[src/rtl/sram_match_arbiter.sv]
`default_nettype none
// ============================================================================
// sram_match_arbiter : round-robin port arbiter feeding a first-fit SRAM scan
// Revision : 1.0
// ============================================================================
module sram_match_arbiter #(
    parameter int NUM_PORTS = 16,
    parameter int NUM_SRAMS = 32,
    parameter int FREE_W    = 12
) (
    input  logic                        clk,
    input  logic                        rst_n,
    input  logic [NUM_PORTS-1:0]        match_enable,
    input  logic [4*NUM_PORTS-1:0]      new_dest_port,
    input  logic [9*NUM_PORTS-1:0]      new_length,
    input  logic [FREE_W*NUM_SRAMS-1:0] free_cnt,
    input  logic [NUM_PORTS-1:0]        release_pulse,
    output logic [NUM_PORTS-1:0]        match_end,
    output logic [4:0]                  match_sram,
    output logic                        alloc_vld,
    output logic [8:0]                  alloc_len,
    output logic [NUM_SRAMS-1:0]        sram_locked
);
    localparam int PW = 4;
    localparam int SW = 5;
    localparam int LW = 9;

    localparam logic [1:0] IDLE = 2'd0;
    localparam logic [1:0] SCAN = 2'd1;
    localparam logic [1:0] DONE = 2'd2;

    logic [1:0]           state_q, state_d;
    logic [PW-1:0]        rr_ptr_q, rr_ptr_d;
    logic [PW-1:0]        port_q, port_d;
    logic [LW-1:0]        len_q, len_d;
    logic [SW-1:0]        scan_idx_q, scan_idx_d;
    logic [SW-1:0]        scan_cnt_q, scan_cnt_d;
    logic                 mask_vld_q, mask_vld_d;
    logic [NUM_SRAMS-1:0] locked_q, locked_d;
    logic [NUM_PORTS-1:0] own_vld_q, own_vld_d;
    logic [SW-1:0]        owner_q [NUM_PORTS];
    logic [SW-1:0]        owner_d [NUM_PORTS];
    logic [NUM_PORTS-1:0] match_end_q, match_end_d;
    logic [SW-1:0]        match_sram_q, match_sram_d;
    logic                 alloc_vld_q, alloc_vld_d;
    logic [LW-1:0]        alloc_len_q, alloc_len_d;

    logic [NUM_PORTS-1:0] w_pending;
    logic                 w_pick_vld;
    logic [PW-1:0]        w_pick;
    logic [FREE_W-1:0]    w_free_sel;
    logic                 w_hit;

    // The port granted in the previous DONE is hidden for one IDLE while its
    // frontend is still dropping match_enable.
    always_comb begin
        logic [PW-1:0] idx;
        idx        = '0;
        w_pending  = match_enable;
        if (mask_vld_q) begin
            w_pending[port_q] = 1'b0;
        end
        w_pick_vld = 1'b0;
        w_pick     = '0;
        for (int i = 1; i <= NUM_PORTS; i++) begin
            idx = rr_ptr_q + PW'(i);
            if (!w_pick_vld && w_pending[idx]) begin
                w_pick_vld = 1'b1;
                w_pick     = idx;
            end
        end
    end

    always_comb begin
        w_free_sel = '0;
        for (int s = 0; s < NUM_SRAMS; s++) begin
            if (scan_idx_q == SW'(s)) begin
                w_free_sel = free_cnt[s*FREE_W +: FREE_W];
            end
        end
        w_hit = !locked_q[scan_idx_q] &&
                (w_free_sel >= {{(FREE_W-LW){1'b0}}, len_q});
    end

    always_comb begin
        state_d      = state_q;
        rr_ptr_d     = rr_ptr_q;
        port_d       = port_q;
        len_d        = len_q;
        scan_idx_d   = scan_idx_q;
        scan_cnt_d   = scan_cnt_q;
        mask_vld_d   = (state_q == DONE);
        locked_d     = locked_q;
        own_vld_d    = own_vld_q;
        owner_d      = owner_q;
        match_end_d  = '0;
        match_sram_d = '0;
        alloc_vld_d  = 1'b0;
        alloc_len_d  = '0;

        for (int p = 0; p < NUM_PORTS; p++) begin
            if (release_pulse[p] && own_vld_q[p]) begin
                locked_d[owner_q[p]] = 1'b0;
                own_vld_d[p]         = 1'b0;
            end
        end

        case (state_q)
            IDLE: begin
                if (w_pick_vld) begin
                    port_d     = w_pick;
                    scan_cnt_d = '0;
                    state_d    = SCAN;
                    for (int p = 0; p < NUM_PORTS; p++) begin
                        if (w_pick == PW'(p)) begin
                            scan_idx_d = {new_dest_port[PW*p +: PW], 1'b0};
                            len_d      = new_length[LW*p +: LW];
                        end
                    end
                end
            end
            SCAN: begin
                if (w_hit) begin
                    state_d              = DONE;
                    match_end_d[port_q]  = 1'b1;
                    match_sram_d         = scan_idx_q;
                    alloc_vld_d          = 1'b1;
                    alloc_len_d          = len_q;
                end else if (scan_cnt_q == SW'(NUM_SRAMS-1)) begin
                    state_d  = IDLE;
                    rr_ptr_d = port_q;
                end else begin
                    scan_idx_d = scan_idx_q + SW'(1);
                    scan_cnt_d = scan_cnt_q + SW'(1);
                end
            end
            DONE: begin
                // A re-grant drops the port's previous lock before taking the new one.
                if (own_vld_q[port_q]) begin
                    locked_d[owner_q[port_q]] = 1'b0;
                end
                locked_d[scan_idx_q] = 1'b1;
                owner_d[port_q]      = scan_idx_q;
                own_vld_d[port_q]    = 1'b1;
                rr_ptr_d             = port_q;
                state_d              = IDLE;
            end
            default: state_d = IDLE;
        endcase
    end

    always_ff @(posedge clk or negedge rst_n) begin
        if (!rst_n) begin
            state_q      <= IDLE;
            rr_ptr_q     <= '1;
            port_q       <= '0;
            len_q        <= '0;
            scan_idx_q   <= '0;
            scan_cnt_q   <= '0;
            mask_vld_q   <= 1'b0;
            locked_q     <= '0;
            own_vld_q    <= '0;
            for (int p = 0; p < NUM_PORTS; p++) begin
                owner_q[p] <= '0;
            end
            match_end_q  <= '0;
            match_sram_q <= '0;
            alloc_vld_q  <= 1'b0;
            alloc_len_q  <= '0;
        end else begin
            state_q      <= state_d;
            rr_ptr_q     <= rr_ptr_d;
            port_q       <= port_d;
            len_q        <= len_d;
            scan_idx_q   <= scan_idx_d;
            scan_cnt_q   <= scan_cnt_d;
            mask_vld_q   <= mask_vld_d;
            locked_q     <= locked_d;
            own_vld_q    <= own_vld_d;
            owner_q      <= owner_d;
            match_end_q  <= match_end_d;
            match_sram_q <= match_sram_d;
            alloc_vld_q  <= alloc_vld_d;
            alloc_len_q  <= alloc_len_d;
        end
    end

    assign match_end   = match_end_q;
    assign match_sram  = match_sram_q;
    assign alloc_vld   = alloc_vld_q;
    assign alloc_len   = alloc_len_q;
    assign sram_locked = locked_q;

endmodule
`default_nettype wire
[config.mk]
export PLATFORM = sky130hd
export DESIGN_NAME = sram_match_arbiter
export DESIGN_NICKNAME = d
export VERILOG_FILES = /design/src/rtl/sram_match_arbiter.sv
export SDC_FILE = /design/constraint.sdc
export NUM_CORES = 1
export LEC_CHECK = 0
export ABC_AREA = 0
export BUFFER_PORTS_ARGS = -buffer_cell sky130_fd_sc_hd__buf_2
export CAP_MARGIN = 25
export CORE_MARGIN = 2
export CORE_UTILIZATION = 30
export CTS_CLUSTER_DIAMETER = 30
export DETAILED_ROUTE_END_ITERATION = 7
export GPL_TIMING_DRIVEN = 0
export SYNTH_ARGS = -nofsm -noshare
export SYNTH_HDL_FRONTEND = slang
export SYNTH_SLANG_ARGS = --single-unit
[constraint.sdc]
create_clock -name clk -period 8.35 [get_ports clk]
set_clock_uncertainty 0.1 [all_clocks]
set_input_delay 0.4175 -clock clk [delete_from_list [all_inputs] [get_ports clk]]
set_output_delay 0.4175 -clock clk [all_outputs]
set_load 0.02 [all_outputs]
Word-level counts from Yosys, hierarchy flattened --
Cells that the tools add are included.
Storage, ports and cells: flip-flop bits (word level) 189, output and inout port bits 63
Operators by class: $add $sub $neg 17, order comparisons 57, eq/ne operators 55, mux-type cells 236, bitwise logic cells 39, reduce and logical (&&, ||, !) cells 80
Operators by type and width (number):
- 2-to-1 mux 32 bit | 19
- AND 32 bit | 17
- inverter 32 bit | 17
- 2-to-1 mux 12 bit | 32
- 2-to-1 mux 9 bit | 18
- 2-to-1 mux 5 bit | 27
- < comparator 5 x 6 -> 1 bit, second input constant | 18
- demux 1 bit (select 5 bit) | 18
- greater-or-equal comparator 5 x 1 -> 1 bit, second input constant | 18
- equality test 5 bit, second input constant | 17
- < comparator 4 x 5 -> 1 bit, second input constant | 17
- bitwise mux 80 bit | 1
- 2-to-1 mux 4 bit | 18
- 2-to-1 mux 1 bit | 71
- binary-select mux 1 bit (select 4 bit) | 17
- 2-to-1 mux 16 bit | 4
- logical AND 1 bit | 52
- equality test 5 x 4 -> 1 bit, second input constant | 8
- adder 4 bit, second input constant | 8
- equality test 4 bit, second input constant | 8
- OR 32 bit | 1
- binary-select mux 5 bit (select 4 bit) | 1
- demux 5 bit (select 4 bit) | 1
- equality test 5 x 3 -> 1 bit, second input constant | 4
- 38 further kinds | 72

Logic depth before layout (Yosys ltp) --
depth in word-level cells 74, depth in mapped cells 36

Least setup slack after synthesis --
Ideal clock, no wire load.
path type flip-flop to flip-flop, from reg scan_idx_q[0], to reg scan_cnt_q[3], setup time 83 ps, arrival time 6627 ps, data required time 8167 ps, path slack 1540 ps, cell stages (with the launch flop) 36, buffers on the path 5, clock period less this slack 6810 ps, cells stage by stage dfrtp_1 -> clkbuf_1 -> clkbuf_1 -> inv_1 -> ha_1 -> clkbuf_1 -> nor4bb_1 -> clkbuf_1 -> a32oi_1 -> a211o_1 -> a21oi_1 -> o22ai_1 -> o21ai_0 -> a22oi_1 -> a21oi_1 -> o21ai_0 -> a2111oi_0 -> o221ai_1 -> nand2_1 -> a21oi_1 -> ha_1 -> nand2b_1 -> a21o_1 -> a21o_1 -> a21o_1 -> a211o_1 -> a21oi_1 -> o21ai_0 -> a311o_1 -> o211ai_1 -> o311a_1 -> a31o_2 -> clkbuf_1 -> nor3b_1 -> a21oi_1 -> o22ai_1
On the way: word-level cells in the longest chain between the ends 37, elaborated cells on any way between the ends 71
RTL lines:
- from (decl) | RTL line 36 | logic [SW-1:0] scan_idx_q, scan_idx_d;
- from (signal assigned) | RTL line 175 | scan_idx_q <= scan_idx_d;
- zero test 5 bit | RTL line 77 | if (scan_idx_q == SW'(s)) begin
- 2-to-1 mux 12 bit (32 in series) | RTL line 77
- greater-or-equal comparator 12 x 9 -> 1 bit | RTL line 82 | (w_free_sel >= {{(FREE_W-LW){1'b0}}, len_q});
- logical AND 1 bit * | RTL line 81 | w_hit = !locked_q[scan_idx_q] &&
- != test 2 bit (no line) *
- AND reduction 4 bit (no line) *
- to (signal assigned) | RTL line 176 | scan_cnt_q <= scan_cnt_d;
- to (decl) | RTL line 37 | logic [SW-1:0] scan_cnt_q, scan_cnt_d;
Every way passes the cells marked *; elsewhere a longest branch is shown, timed or not. The select of a mux whose other input is x is not followed. A chain may end at the register's enable or synchronous reset.

Worst setup path after layout --
from reg rr_ptr_q[0], to reg len_q[5]
On the way: word-level cells in the longest chain between the ends 65, elaborated cells on any way between the ends 142
RTL lines:
- from (decl) | RTL line 33 | logic [PW-1:0] rr_ptr_q, rr_ptr_d;
- from (signal assigned) | RTL line 172 | rr_ptr_q <= rr_ptr_d;
- adder 4 x 1 -> 4 bit | RTL line 66 | idx = rr_ptr_q + PW'(i);
- binary-select mux 1 bit (select 4 bit) | RTL line 67 | if (!w_pick_vld && w_pending[idx]) begin
- 2-to-1 mux 1 bit (implied by the code) | RTL line 67
- 2-to-1 mux 1 bit | RTL line 67
- zero test 1 bit | RTL line 67
- logical AND 1 bit | RTL line 67
- 2-to-1 mux 1 bit | RTL line 67
- zero test 1 bit | RTL line 67
- [35 not listed]
- zero test 1 bit | RTL line 67
- logical AND 1 bit | RTL line 67
- 2-to-1 mux 1 bit | RTL line 67
- zero test 1 bit | RTL line 67
- logical AND 1 bit | RTL line 67
- 2-to-1 mux 4 bit | RTL line 67
- equality test 4 x 1 -> 1 bit | RTL line 115 | if (w_pick == PW'(p)) begin
- 2-to-1 mux 9 bit (15 in series) | RTL line 115
- to (signal assigned) | RTL line 174 | len_q <= len_d;
- to (decl) | RTL line 35 | logic [LW-1:0] len_q, len_d;
Several ways; a longest one is shown, not always the timed one. The select of a mux whose other input is x is not followed.

==> results.ini <==
[cts]
cts_tree=yes
cts_max_level=4
path_clk_slew_ps=80
clkLatencyLatePin_ps=490
cts.sinks=189
cts_made_buffers=17
cts_root_buf=clkbuf_16
clock_path_buffers=2

[synth]
synth_async_sr_flop_share=1.000
synth_most_common_cell=nor2_1
ys_seq_area_frac=0.2154
synth-edff-count=0
netlist_area_mm2=0.02198
ys.warnings.count=0
synth_area_leaders=dfrtp_1 (21%), mux4_2 (8.0%), o22ai_1 (7.3%)
syn_area_per_cell_um2=7.581
synth_top_area_frac=0.2106
netlist_instances=2899
netlist_top_cells_count=nor2_1 (332), nand2_1 (283), o22ai_1 (257)
ys.flop_type=dfrtp_1
ys_ff_latch=189
synth_top_cell_by_area=dfrtp_1
syn_nets=3552
ys_types=95

[floorplanning]
die_area_mm2=0.07544
fp-row-count=99
die_w_um=274.7
fp.dieH_um=274.7
boundaryPins=689
initial_core_util=0.3023
core-area_mm2=0.07271

[pwr]
power_mw=14.69
p_leak_nw=11.21
powerDensity_mw_per_mm2=528.6
vdd_drop_max_v=0.0004291

[finish]
fillers=7831
final_cells=4615
synthToLayoutAreaGrowth_pct=26.45
layout.nets=4286
final_layout_size_suffix_gt1_frac=0.2896

[detailed_routing]
drc=0
firstDrtPassIters=7
wl_per_cell_um=36.25
ant_nets=0
vias=31264
routed_wl_mm=167.3
via_per_inst=6.774
drt_iter0_drc=5306

[timing]
fmax_mhz=121.4
finalHoldViolCount=0
finalCriticalPeriod_ps=8239
tightestPinTransition_ps=1377
hold_ws_ps=69.20
slew_violations=0
finalSetupViolations=0
max-slew-margin-rel=0.08214
finalCritPeriodShare=0.9867

[setup_path]
path_common_cell=buf_2
cp_cell_sequence=clkbuf_1 > inv_2 > buf_1 > ha_1 > inv_2 > clkbuf_1 > mux2i_1 > mux4_2 > mux2_2 > or4b_4 > or2_1 > buf_2 > o22ai_1 > nor4_1 > nor2_1 > buf_2 > nand2_1 > buf_2 > a221oi_1 > o31ai_1 > a31oi_1 > o21ai_1
critPathTopFamily=buffers and inverters
critPathRequiredTime_ps=8620
arrival_ps=8510
path_class=flop to flop
path_buf_inv=8
end_kind=flop
start_kind=flop
worst-path-max-fanout=10
cpMaxStageDelayCell=a221oi_1
critical_path.max_stage_delay_ps=700

[grt]
grt.met2_usage=0.6399
grtUsageTotal=0.4227
antenna_found_initial=20
grt_util_met3=0.1461
grt_use_met1=0.5148
gr-total-overflow=0
grt_pass1_wl_mm=225.5
top_usage_layer=met2
grt_max_degree=116
first_global_vias=29074

[worst_hold_path]
hold_class=input pin to flop

[placed_design]
dp_cells=4555
port_buffers=688
dp_hpwl_mm=126.3
gp_congestion=1.106

[run_status]
status=finished, final reports clean

[flow_run]
cap_viol_max_count=0

cells in the final DEF (no fill, tap or decap), drive strengths merged, types with 14 or more instances in the layout:
cell type  instances
and2              14
nand2b            22
or3               45
dfrtp            185
nand3             92
nand4             31
clkbuf           193
o221ai            26
and3              15
mux2              74
nor4              35
o22ai            257
nand2            284
inv               68
nor3             103
a21oi            134
nor2b             20
a22oi             43
nor2             335
a31oi             34
o21a              31
buf              769
a211oi            31
o21ai            212
a221oi            40
mux4              78
or4               26
nand3b            56
mux2i             53
or3b              25
o211ai            51
ha                27
final timing paths:
| kind | startpoint | to | slack, ps | depth (start not counted) |
|---|---|---|---|---|
| worst max-delay path | rr_ptr_q[0]$_DFFE_PN1P_ | len_q[5]$_DFFE_PN0P_ | 110 | 22 |
| worst min-delay path | release_pulse[12] | own_vld_q[12]$_DFF_PN0_ | 70 | 2 |
| worst max register to register | rr_ptr_q[0]$_DFFE_PN1P_ | len_q[5]$_DFFE_PN0P_ | 110 | 22 |
| worst min register to register | len_q[1]$_DFFE_PN0P_ | len_q[1]$_DFFE_PN0P_ | 410 | 2 |
| max in group asynchronous | rst_n | scan_idx_q[2]$_DFFE_PN0P_ | 6690 | 3 |
| min in group asynchronous | rst_n | match_end[15]$_DFF_PN0_ | 400 | 2 |
sequential cells by signal (all words and copies together), names as in the netlist, 9 cells and up:
register / flops
alloc_len: 9
len_q: 9
match_end: 16
own_vld_q: 16
owner_q: 80
sram_locked: 32
power breakdown:
part | switching [mW] | internal, mW
clock | 0.432 | 0.454
sequential | 0.193 | 1.12
combinational | 8.52 | 3.97
area by class of cell:
class / count / area [µm²] / share of cell area
buffer: 227 / 1027 / 0.03696
inverter: 65 / 252.7 / 0.009094
tap: 959 / 1200 / 0.04317
sequential: 189 / 4738 / 0.1705
multi-input combinational: 2415 / 16230 / 0.5839
clock buffer: 18 / 429.2 / 0.01544
timing repair buffer: 718 / 3715 / 0.1337
antenna: 10 / 25.02 / 0.0009004
clock inverter: 14 / 176.4 / 0.006348
repair_timing:
item,CTS,global route
resized for setup,44,55
hold buffers,1,0
pin swaps,2,8
endpoints found under the setup margin,47,46
hold endpoints to repair,74,0
buffers inserted,4,7
metal layers:
layer  up-vias  wire length, µm
met2      2764            71950
li1      12792                -
met3       657            21440
met4        18            12080
met5         -              180
met1     15033            61660
through the flow:
stage	utilization	area [µm²]	setup TNS [ps]	setup slack [ps]
after CTS	0.3779	27480	0	14.41
after floorplan	-	21980	0	1540
after global routing	0.3821	27780	-5.732	-5.732
after global placement	0.3661	26620	-78650	-2140
after detailed placement	0.3676	26730	-78970	-2163
final	0.3822	27790	0	110.8
worst reg2reg max path, stage by stage (launching register included):
cell,delay [ps]
dfstp_2,550
clkbuf_1,480
inv_2,250
buf_1,350
ha_1,450
inv_2,170
clkbuf_1,670
mux2i_1,240
mux4_2,600
mux2_2,360
or4b_4,580
or2_1,220
buf_2,170
o22ai_1,180
nor4_1,100
nor2_1,310
buf_2,350
nand2_1,270
buf_2,300
a221oi_1,710
o31ai_1,230
a31oi_1,400
o21ai_1,100
cells by family after synthesis:
kind of cell / after synthesis / synth area share
xor gates and xnor gates: 13 / 0.005180
DFF: 189 / 0.2154
muxes: 205 / 0.1420
adders and majority gates: 27 / 0.01537
buffers and inverters: 295 / 0.05408
and+or+nand+nor: 1141 / 0.2560
AOI/OAI and AO/OA: 1029 / 0.3120
No activity file was read; power rests on OpenSTA's default activity.
